## config.mk

```make
export PLATFORM = sky130hd
export DESIGN_NAME = crc8_apb_sched
export DESIGN_NICKNAME = d
export VERILOG_FILES = /design/src/rtl/crc8_apb_sched.sv
export SDC_FILE = /design/constraint.sdc
export NUM_CORES = 1
export LEC_CHECK = 0
export BUFFER_PORTS_ARGS = -buffer_cell sky130_fd_sc_hd__clkbuf_2
export CORE_ASPECT_RATIO = 0.5
export CORE_MARGIN = 2
export CORE_UTILIZATION = 52
export DETAILED_ROUTE_END_ITERATION = 8
export PLACE_DENSITY = 0.81
export SYNTH_ARGS = -nofsm -noshare
export SYNTH_HDL_FRONTEND = slang
export SYNTH_SLANG_ARGS = --single-unit
export TNS_END_PERCENT = 50
```

## constraint.sdc

```tcl
create_clock -name clk_i -period 3.8 [get_ports clk_i]
set_clock_uncertainty 0.2 [all_clocks]
set_input_delay 0.38 -clock clk_i [delete_from_list [all_inputs] [get_ports clk_i]]
set_output_delay 0.38 -clock clk_i [all_outputs]
set_load 0.01 [all_outputs]
```

## src/rtl/crc8_apb_sched.sv

```systemverilog
// APB3 front-end and byte scheduler for a bit-serial CRC-8 engine; optional done IRQ via `CRC8_SCHED_IRQ_EN.
// Loads are spaced BYTE_CYCLES+1 cycles apart; CRC reads stall (pready low) until the queue and any clear drain.
module crc8_apb_sched #(
    parameter int FIFO_DEPTH  = 4,
    parameter int BYTE_CYCLES = 8,
    parameter int ADDR_W      = 4
) (
    input  logic              clk_i,
    input  logic              rst_ni,
    input  logic              psel_i,
    input  logic              penable_i,
    input  logic              pwrite_i,
    input  logic [ADDR_W-1:0] paddr_i,
    input  logic [31:0]       pwdata_i,
    output logic [31:0]       prdata_o,
    output logic              pready_o,
    output logic              pslverr_o,
    output logic [7:0]        crc_din_o,
    output logic              crc_valid_o,
    output logic              crc_rd_o,
    input  logic              crc_busy_i,
    input  logic [7:0]        crc_val_i,
    output logic              irq_o
);
    localparam int AW = $clog2(FIFO_DEPTH);
    localparam int CW = $clog2(BYTE_CYCLES) + 1;
    localparam logic [AW:0] PTR_ONE = 1;

    typedef enum logic [2:0] {S_IDLE, S_LOAD, S_RUN, S_CLR, S_CWAIT} state_t;

    state_t        state;
    logic [7:0]    mem [FIFO_DEPTH];
    logic [AW:0]   wr_ptr, rd_ptr, level, clr_ahead;
    logic [CW-1:0] cnt;
    logic          clear_pending, overflow, done_bit;
    logic          empty, full, busy;
    logic          acc, data_wr, clear_wr, stat_wr, crc_rd, crc_stall, push, pop;
    logic [1:0]    off;
    logic [31:0]   status_word;
    logic          unused_bits;

    assign level = wr_ptr - rd_ptr;
    assign empty = (wr_ptr == rd_ptr);
    assign full  = (wr_ptr[AW] != rd_ptr[AW]) && (wr_ptr[AW-1:0] == rd_ptr[AW-1:0]);
    assign busy  = (state != S_IDLE) || !empty;

    assign acc       = psel_i & penable_i;
    assign off       = paddr_i[3:2];
    assign data_wr   = acc & pwrite_i & (off == 2'd0);
    assign stat_wr   = acc & pwrite_i & (off == 2'd2);
    assign clear_wr  = acc & pwrite_i & (off == 2'd3) & pwdata_i[0];
    assign crc_rd    = acc & !pwrite_i & (off == 2'd1);
    assign crc_stall = busy | clear_pending;
    assign push      = data_wr & !full;
    assign pop       = (state == S_LOAD);

    assign unused_bits = ^{paddr_i, pwdata_i[31:8]};

    always_ff @(posedge clk_i) begin
        if (push) mem[wr_ptr[AW-1:0]] <= pwdata_i[7:0];
    end

    always_ff @(posedge clk_i or negedge rst_ni) begin
        if (!rst_ni) begin
            wr_ptr   <= '0;
            rd_ptr   <= '0;
            overflow <= 1'b0;
        end else begin
            if (push) wr_ptr <= wr_ptr + PTR_ONE;
            if (pop)  rd_ptr <= rd_ptr + PTR_ONE;
            if (data_wr && full)
                overflow <= 1'b1;
            else if (stat_wr && pwdata_i[3])
                overflow <= 1'b0;
        end
    end

    // clr_ahead counts FIFO entries queued before the pending clear; later bytes wait behind it.
    always_ff @(posedge clk_i or negedge rst_ni) begin
        if (!rst_ni) begin
            state         <= S_IDLE;
            cnt           <= '0;
            crc_valid_o   <= 1'b0;
            crc_rd_o      <= 1'b0;
            crc_din_o     <= '0;
            clear_pending <= 1'b0;
            clr_ahead     <= '0;
        end else begin
            crc_valid_o <= 1'b0;
            crc_rd_o    <= 1'b0;
            case (state)
                S_IDLE: begin
                    if (clear_pending && clr_ahead == '0 && !crc_busy_i) begin
                        state    <= S_CLR;
                        crc_rd_o <= 1'b1;
                    end else if (!empty && !crc_busy_i) begin
                        state       <= S_LOAD;
                        crc_valid_o <= 1'b1;
                        crc_din_o   <= mem[rd_ptr[AW-1:0]];
                    end
                end
                S_LOAD: begin
                    state <= S_RUN;
                    cnt   <= '0;
                end
                S_RUN: begin
                    // Exit on the incremented count so the next LOAD lands BYTE_CYCLES+1 cycles later.
                    cnt <= cnt + CW'(1);
                    if (cnt + CW'(1) == CW'(BYTE_CYCLES - 1)) state <= S_IDLE;
                end
                S_CLR:   state <= S_CWAIT;
                S_CWAIT: state <= S_IDLE;
                default: state <= S_IDLE;
            endcase

            if (clear_wr && (!clear_pending || state == S_CLR)) begin
                clear_pending <= 1'b1;
                clr_ahead     <= level - (pop ? PTR_ONE : '0);
            end else if (state == S_CLR) begin
                clear_pending <= 1'b0;
            end else if (pop && clr_ahead != '0) begin
                clr_ahead <= clr_ahead - PTR_ONE;
            end
        end
    end

`ifdef CRC8_SCHED_IRQ_EN
    logic busy_q, done_irq;

    always_ff @(posedge clk_i or negedge rst_ni) begin
        if (!rst_ni) begin
            busy_q   <= 1'b0;
            done_irq <= 1'b0;
        end else begin
            busy_q <= busy;
            if (busy_q && !busy)
                done_irq <= 1'b1;
            else if (stat_wr && pwdata_i[4])
                done_irq <= 1'b0;
        end
    end

    assign done_bit = done_irq;
`else
    assign done_bit = 1'b0;
`endif

    assign irq_o = done_bit;

    assign status_word = {19'b0, 5'(level), 3'b0, done_bit, overflow, full, empty, busy};

    assign pready_o  = acc & !(crc_rd & crc_stall);
    assign pslverr_o = data_wr & full;

    always_comb begin
        prdata_o = '0;
        if (acc && !pwrite_i) begin
            case (off)
                2'd1:    if (!crc_stall) prdata_o = {24'b0, crc_val_i};
                2'd2:    prdata_o = status_word;
                default: prdata_o = '0;
            endcase
        end
    end
endmodule
```

==> reports/results.tsv, run 1 <==
stage	metric	value	unit
worst_setup_path	startpoint types	flip-flop	
clocking	Clock Sink Count	60	
worst_setup_path	worst-path maximum fanout	10	
min_path	Min-Delay Endpoint	mem[0][7]	
floorplan	io pins	95	
worst_setup_path	CP required	3.22	ns
logic_synthesis	Syn Inst Count	249	
clocking	Setup Fix Bufs, Post-CTS	0	
clocking	CTS max path bufs	2	
min_path	Hold Path Class	input port to flip-flop	
drt	DR iter-0 viols	83	
power	Psw	0.943	mW
placement	RD Place Congestion	0.820	
sta	TNS Setup	0	ns
min_path	Worst Hold Launch	pwdata_i[7]	
logic_synthesis	Avg Cell Area, Syn	12.6	um^2
worst_setup_path	Top delay family on crit path	simple AND/OR/NAND/NOR gates	
logic_synthesis	Syn. warnings	0	
finish	ratio of cells with drive above 1 in the final layout	0.267	
finish	Non-Filler Instances	376	
power	Clk pwr share	0.292	
sta	max_slew headroom	0.485	
grt	initial antenna violation count	0	
worst_setup_path	Reg2Reg Setup Slack	0.87	ns
floorplan	Die W	114	um
placement	DP Wirelength	4030	um
sta	Final Cycle Share	0.849	
sta	RSZ-0062 raised after global routing	false	
logic_synthesis	post-synthesis sequential area ratio	0.529	
logic_synthesis	largest family of logic cells by synthesized area	multiplexers	
worst_setup_path	Worst EP arrival	2.64	ns
power	Leak	1.61	nW
logic_synthesis	Synth Area in Simple Gates	0.0892	
floorplan	total core area	0.00566	mm^2
worst_setup_path	max incr delay on CP	0.63	ns
finish	ANT cells	0	
sta	Final setup viols	0	
worst_setup_path	worst flop-to-flop path endpoint	crc_din_o[1]	
min_path	Worst Hold Depth	1	
sta	Fmax achieved	310	MHz
grt	GR Util All Layers	0.203	
drt	Pre-Repair DR Iteration Count	6	
worst_setup_path	Crit-path slowest cell	dfrtp_1	
finish	Area Growth Syn to Fin	16.2	%
grt	total grt overflow	0	
grt	first-pass GRT wire length	9880	um
clocking	CTS root buffer	clkbuf_16	
power	Flop pwr share	0.369	
power	power density over cell area	741	mW/mm^2
sta	min cycle time layout	3.22	ns
clocking	Post-CTS Hold Buffers	1	
placement	# port buffers	46	
clocking	H-tree levels	3	
floorplan	row cnt	19	
drt	ANT nets after route	0	
clocking	Worst-path clk slew	0.05	ns
worst_setup_path	path depth of the worst reg2reg path	5	
logic_synthesis	mux contribution to synthesized area	0.0959	
logic_synthesis	Synth Area in Compound Gates	0.0876	
power	switching fraction of total power	0.348	
worst_setup_path	Reg2Reg Launch Point	rd_ptr[1]	
sta	Worst Tran Pin Value	0.772	ns
logic_synthesis	Synth cell types	50	
worst_setup_path	type of destination of the critical path	output port	
drt	Vias/cell	5.47	
worst_setup_path	kind of critical path	flip-flop to output port	
outcome	status	finished clean	
grt	largest net degree at the start of global routing	29	
grt	vias in the first global route	2014	
logic_synthesis	number of flops mapped to enable cells by yosys	32	
worst_setup_path	crit-path cells	inv_1 -> ha_1 -> nand2_1 -> or4_1 -> o32ai_1 -> clkbuf_2	
logic_synthesis	#FFs+latches synth	60	
finish	# fillers	412	
clocking	post-CTS resize count	0	
drt	via count	2056	
sta	worst hold margin	0.0636	ns
logic_synthesis	Mapped Area	0.00314	mm^2
logic_synthesis	fraction of the mapped netlist area in adder cells	0.0740	
logic_synthesis	fraction of registers with async set or reset after synthesis	0.467	
clocking	CTS tree	built	
clocking	Inserted Clock Buffers	9	
logic_synthesis	Most used DFF post-synth	edfxtp_1	
sta	final hold viol count	0	
drt	# DRC	0	
drt	Post-Route WL	6090	um
clocking	worst skew pair latency	0.33	ns
placement	Placed Instances	359	
floorplan	initial core utilization	0.556	
flow_run	max-cap viol count	0	
logic_synthesis	Post-Synth XOR/XNOR Area	0.0295	
power	Gate power share	0.339	
finish	Final #Nets	366	
floorplan	die height	59.0	um
worst_setup_path	Worst Path Buf+Inv	2	
power	P_int	1.77	mW
sta	Final Max Tran Viols	0	
power	Worst VDD drop	0.310	mV
floorplan	DIE AREA	0.00672	mm^2
drt	Routed wire per std cell	16.2	um
-- power groups by stage --
stage	clock [mW]	combinational, mW	sequential, mW
floorplan	0	0.719	0.950
global placement	0	0.845	0.985
detailed placement	0	0.894	0.999
CTS	0.802	0.919	0.997
global route	0.829	1.02	1.02
finish	0.792	0.917	1.00
-- layer usage --
layer | GRT usage | part of all wire | vias to the layer above
li1 | - | - | 956
met1 | 0.237 | 0.42 | 1014
met2 | 0.352 | 0.50 | 72
met3 | 0.0757 | 0.053 | 14
met4 | 0.0732 | 0.026 | 0
met5 | 0 | 0 | -
-- synth_stat cells (3+ instances only) --
| cell type | instances | area share |
|---|---|---|
| o32ai_1 | 3 | 0.0084 |
| mux4_2 | 8 | 0.057 |
| inv_1 | 25 | 0.030 |
| and2_1 | 3 | 0.0060 |
| nor2_1 | 5 | 0.0060 |
| a21oi_1 | 8 | 0.013 |
| clkbuf_1 | 6 | 0.0072 |
| xnor2_1 | 5 | 0.014 |
| nand2_1 | 12 | 0.014 |
| nor3_1 | 6 | 0.0096 |
| dfrtp_1 | 28 | 0.22 |
| nor4b_1 | 3 | 0.0084 |
| o21ai_0 | 10 | 0.016 |
| and3_1 | 3 | 0.0060 |
| ha_1 | 17 | 0.068 |
| mux2_2 | 9 | 0.032 |
| xor2_1 | 3 | 0.0084 |
| buf_4 | 22 | 0.053 |
| edfxtp_1 | 32 | 0.31 |
-- how the worst max path moves through the flow --
stage / startpoint / endpoint / slack, ns / cells past startpoint
finish: rd_ptr[1] / prdata_o[2] / 0.58 / 6
global route: rd_ptr[1] / prdata_o[2] / 0.44 / 6
CTS: rd_ptr[1] / prdata_o[2] / 0.60 / 6
detailed placement: rd_ptr[1] / crc_din_o[5] / 0.91 / 5
global placement: rd_ptr[1] / crc_din_o[4] / 0.95 / 5
floorplan: rd_ptr[1] / prdata_o[0] / 1.17 / 7
-- placed cells by master (no fill, tap or decap), drive strengths merged, types with 2 or more instances in the layout --
cell type	Yosys	routed
inv	25	25
nor3	6	6
conb	1	22
mux2i	2	2
xnor2	5	5
or3	2	2
mux4	8	8
a21o	2	2
o32ai	3	3
a31oi	2	2
a2111o	2	2
nor2	5	5
nor3b	3	3
o21ai	10	10
nor4bb	2	2
dfrtp	28	28
and3	3	3
a21oi	8	8
nor4b	3	3
clkinv	0	4
clkbuf	6	56
mux2	9	9
nand3	2	2
nand2	12	12
o31ai	2	2
and2	4	4
xor2	3	3
ha	17	17
edfxtp	32	32
-- kinds of logic (layout without fill, tap and decap cells) --
kind of cell	count (synthesis)	in the layout
muxes	19	19
other	1	22
xor gates and xnor gates	9	9
buffers and inverters	56	89
and+or+nand+nor	48	48
DFF	60	60
adders and majority gates	18	18
AOI/OAI and AO/OA	38	38
-- worst reg2reg max path: stages, from the launching register on --
cell and delay (ns):
dfrtp_1 0.63, inv_1 0.18, ha_1 0.32, and2_0 0.27, a2111oi_4 0.77, mux2_2 0.43
-- through the flow --
stage	utilization	total power [mW]	cell area, um^2	setup slack [ns]
floorplan	-	1.67	3220	1.17
global placement	0.592	1.83	3350	0.952
detailed placement	0.592	1.89	3350	0.912
CTS	0.646	2.72	3650	0.601
global route	0.646	2.87	3650	0.439
finish	0.646	2.71	3650	0.576
-- flip-flops by register name, indices dropped and copies added, names as in the netlist --
signal / cells
mem: 32
crc_din_o: 8
cnt: 4
clr_ahead: 3
rd_ptr: 3
state: 3
wr_ptr: 3
clear_pending: 1
crc_rd_o: 1
crc_valid_o: 1
overflow: 1
-- final cells by class --
type | instances | area, um^2 | share of cell area
well taps | 73 | 91.3 | 0.0250
clock inverters | 6 | 65.1 | 0.0178
inverters | 25 | 93.8 | 0.0257
flip-flops and latches | 60 | 1660 | 0.455
repair buffers | 48 | 248 | 0.0678
multi-input cells | 154 | 1260 | 0.346
clock buffers | 10 | 229 | 0.0627
No activity file was read; power rests on OpenSTA's default activity.
==> run 2: changes to the inputs <==
--- a/config.mk
+++ b/config.mk
@@ -5,12 +5,13 @@
 export SDC_FILE = /design/constraint.sdc
 export NUM_CORES = 1
 export LEC_CHECK = 0
+export ABC_AREA = 1
 export BUFFER_PORTS_ARGS = -buffer_cell sky130_fd_sc_hd__clkbuf_2
 export CORE_ASPECT_RATIO = 0.5
 export CORE_MARGIN = 2
 export CORE_UTILIZATION = 52
 export DETAILED_ROUTE_END_ITERATION = 8
-export PLACE_DENSITY = 0.81
+export PLACE_DENSITY = 0.8
 export SYNTH_ARGS = -nofsm -noshare
 export SYNTH_HDL_FRONTEND = slang
 export SYNTH_SLANG_ARGS = --single-unit
==> constraint.sdc (replaced) <==
create_clock -name clk_i -period 3 [get_ports clk_i]
set_clock_uncertainty 0.2 [all_clocks]
set_input_delay 0.3 -clock clk_i [delete_from_list [all_inputs] [get_ports clk_i]]
set_output_delay 0.3 -clock clk_i [all_outputs]
set_load 0.01 [all_outputs]
==> run 2 against run 1 <==
  * Worst setup slack got worse by 0.29 ns
  * First-iteration DRC count rose by 110%
  * Via count grew 18%
  * Area after synthesis is 0.84% higher
  * Die area rose by 0.80%
  * Register-to-register slack lost 0.14 ns
  * Combinational power up 43%
  * Final cell count increased by 27%
  * Highest routed layer unchanged
  * Core utilization shrank 0.14 points
  * Sequential share of layout area down 2.4 points
  * Critical endpoint is now prdata_o[9]
  * Hold slack improved by 0.0021 ns
==> reports/results.tsv, run 2 <==
stage	metric	value	unit	change
power	Psw	1.39	mW	+47%
sta	RSZ-0062 raised after global routing	false		
placement	# port buffers	46		unchanged
power	switching fraction of total power	0.378		+0.0301
logic_synthesis	fraction of registers with async set or reset after synthesis	0.467		unchanged
clocking	CTS root buffer	clkbuf_16		
clocking	Worst-path clk slew	0.05	ns	about the same
sta	Final Max Tran Viols	0		unchanged
outcome	status	finished clean		
flow_run	max-cap viol count	0		unchanged
power	P_int	2.28	mW	+29%
clocking	H-tree levels	3		unchanged
drt	via count	2434		+18%
worst_setup_path	worst-path maximum fanout	10		unchanged
drt	Post-Route WL	6600	um	+8.3%
clocking	Clock Sink Count	60		unchanged
finish	ratio of cells with drive above 1 in the final layout	0.214		-0.0534
logic_synthesis	synth top area cells	edfxtp_1, dfrtp_1, nand2_1		
grt	initial antenna violation count	0		unchanged
clocking	Setup Fix Bufs, Post-CTS	0		unchanged
floorplan	initial core utilization	0.530		-0.0256
power	Clk pwr share	0.315		+0.023
floorplan	DIE AREA	0.00677	mm^2	+0.80%
finish	most common cell after layout, fill and taps aside	nand2_1		
floorplan	die height	59.2	um	+0.39%
floorplan	total core area	0.00598	mm^2	+5.7%
logic_synthesis	Avg Cell Area, Syn	9.57	um^2	-24%
sta	final hold viol count	0		unchanged
clocking	Inserted Clock Buffers	9		unchanged
placement	DP Wirelength	4380	um	+8.7%
clocking	worst skew pair latency	0.33	ns	about the same
finish	max reg flops	32		unchanged
logic_synthesis	number of flops mapped to enable cells by yosys	32		unchanged
grt	largest net degree at the start of global routing	29		unchanged
sta	max_slew headroom	0.519		+0.0341
drt	ANT nets after route	0		unchanged
worst_setup_path	Worst EP arrival	2.22	ns	-0.42 ns
finish	ANT cells	0		unchanged
worst_setup_path	type of destination of the critical path	output port		
min_path	Hold Path Class	input port to flip-flop		
drt	Pre-Repair DR Iteration Count	4		-2
finish	most frequent cells in the layout	nand2_1, clkbuf_2, inv_1, nor2_1, edfxtp_1		
logic_synthesis	Synth cell types	32		-36%
power	Leak	1.85	nW	+15%
grt	first-pass GRT wire length	10700	um	+8.2%
logic_synthesis	post-synthesis sequential area ratio	0.524		-0.00438
floorplan	row cnt	20		+1
sta	Worst Tran Pin Value	0.721	ns	-0.0512 ns
logic_synthesis	Most used DFF post-synth	edfxtp_1		
sta	Final setup viols	0		unchanged
finish	Final #Nets	465		+27%
grt	vias in the first global route	2335		+16%
worst_setup_path	CP required	2.50	ns	-0.72 ns
power	power density over cell area	953	mW/mm^2	+29%
drt	Routed wire per std cell	13.8	um	-15%
finish	post-layout instance area	0.00385	mm^2	+5.5%
logic_synthesis	synth cell count leaders	nand2_1, inv_1, nor2_1, edfxtp_1, o21ai_0		
power	Flop pwr share	0.328		-0.041
clocking	post-CTS resize count	0		unchanged
sta	TNS Setup	0	ns	unchanged
grt	GR Util All Layers	0.214		+0.0115
sta	Fmax achieved	368	MHz	
finish	Area Growth Syn to Fin	21.6	%	
power	Gate power share	0.357		+0.018
clocking	CTS max path bufs	2		unchanged
clocking	Post-CTS Hold Buffers	7		+6
logic_synthesis	Syn Inst Count	331		+33%
logic_synthesis	Syn. warnings	0		unchanged
logic_synthesis	Mapped Area	0.00317	mm^2	+0.84%
worst_setup_path	kind of critical path	flip-flop to output port		
clocking	CTS tree	built		
sta	min cycle time layout	2.72	ns	
drt	DR iter-0 viols	174		+110%
power	Worst VDD drop	0.414	mV	+34%
placement	DP Area	0.00343	mm^2	+2.5%
sta	Final Cycle Share	0.906		
power	Pwr Total	3.67	mW	+36%
logic_synthesis	cell with the most instances after synthesis	nand2_1		
logic_synthesis	#FFs+latches synth	60		unchanged
floorplan	io pins	95		unchanged
drt	Vias/cell	5.08		-7.1%
placement	RD Place Congestion	0.750		-8.6%
floorplan	Die W	114	um	+0.40%
logic_synthesis	post-synth top area share	0.303		-0.00253
worst_setup_path	startpoint types	flip-flop		
grt	total grt overflow	0		unchanged
drt	# DRC	0		unchanged
logic_synthesis	area leader, netlist	edfxtp_1		
==> run 2: worst paths after layout <==
check	slack (ns)	depth (start not counted)	startpoint	to
setup reg to reg	0.73	9	rd_ptr[1]	clr_ahead[2]
max in group asynchronous	1.78	2	rst_ni	clr_ahead[1]
hold reg to reg	0.31	2	overflow	overflow
setup / recovery	0.28	6	rd_ptr[1]	prdata_o[9]
min in group asynchronous	0.36	2	rst_ni	state[1]
hold / removal	0.07	1	pwdata_i[3]	mem[2][3]
==> run 2: per-layer routing <==
metal / track usage / up-vias / part of all wire
li1: - / 1185 / -
met1: 0.264 / 1136 / 0.42
met2: 0.358 / 105 / 0.49
met3: 0.0767 / 8 / 0.078
met4: 0.0749 / 0 / 0.0085
met5: 0 / - / 0
==> run 2: kinds of logic after synthesis <==
kind of cell,after synthesis,share of synthesized area
adder cells (fa/ha/maj),18,0.0734
XOR/XNOR,5,0.0138
AO/OA/AOI/OAI,43,0.0766
buffers and inverters,64,0.103
flip-flops,60,0.524
other,1,0.00118
AND/OR/NAND/NOR,140,0.207
==> run 2: area by class of cell <==
type	instances	area [um^2]
well taps	77	96.3
inverters	40	150
clock buffers	13	303
multi-input cells	228	1260
clock inverters	3	46.3
flip-flops and latches	60	1660
fillers	477	2130
repair buffers	58	338
==> run 2: critical path: stages (launching register included) <==
cell and delay [ns]:
dfrtp_1 0.53, clkinv_1 0.16, buf_4 0.21, fa_1 0.51, inv_1 0.07, nor3_1 0.23
clkbuf_2 0.17
==> run 2: power groups by stage <==
stage | registers, mW | logic (mW) | clock network (mW)
CTS | 1.20 | 1.31 | 1.18
floorplan | 1.21 | 0.924 | 0
detailed placement | 1.21 | 1.27 | 0
global placement | 1.21 | 1.22 | 0
finish | 1.20 | 1.31 | 1.16
global route | 1.22 | 1.50 | 1.21
==> run 2: stage by stage <==
step | hold WS [ns] | setup slack (ns) | utilization | cells
global route | 0.0451 | 0.159 | 0.644 | 479
floorplan | -0.196 | 0.776 | - | 352
CTS | 0.0421 | 0.271 | 0.644 | 479
finish | 0.0657 | 0.281 | 0.644 | 479
detailed placement | 0.180 | 0.636 | 0.574 | 456
global placement | 0.181 | 0.671 | 0.574 | 456
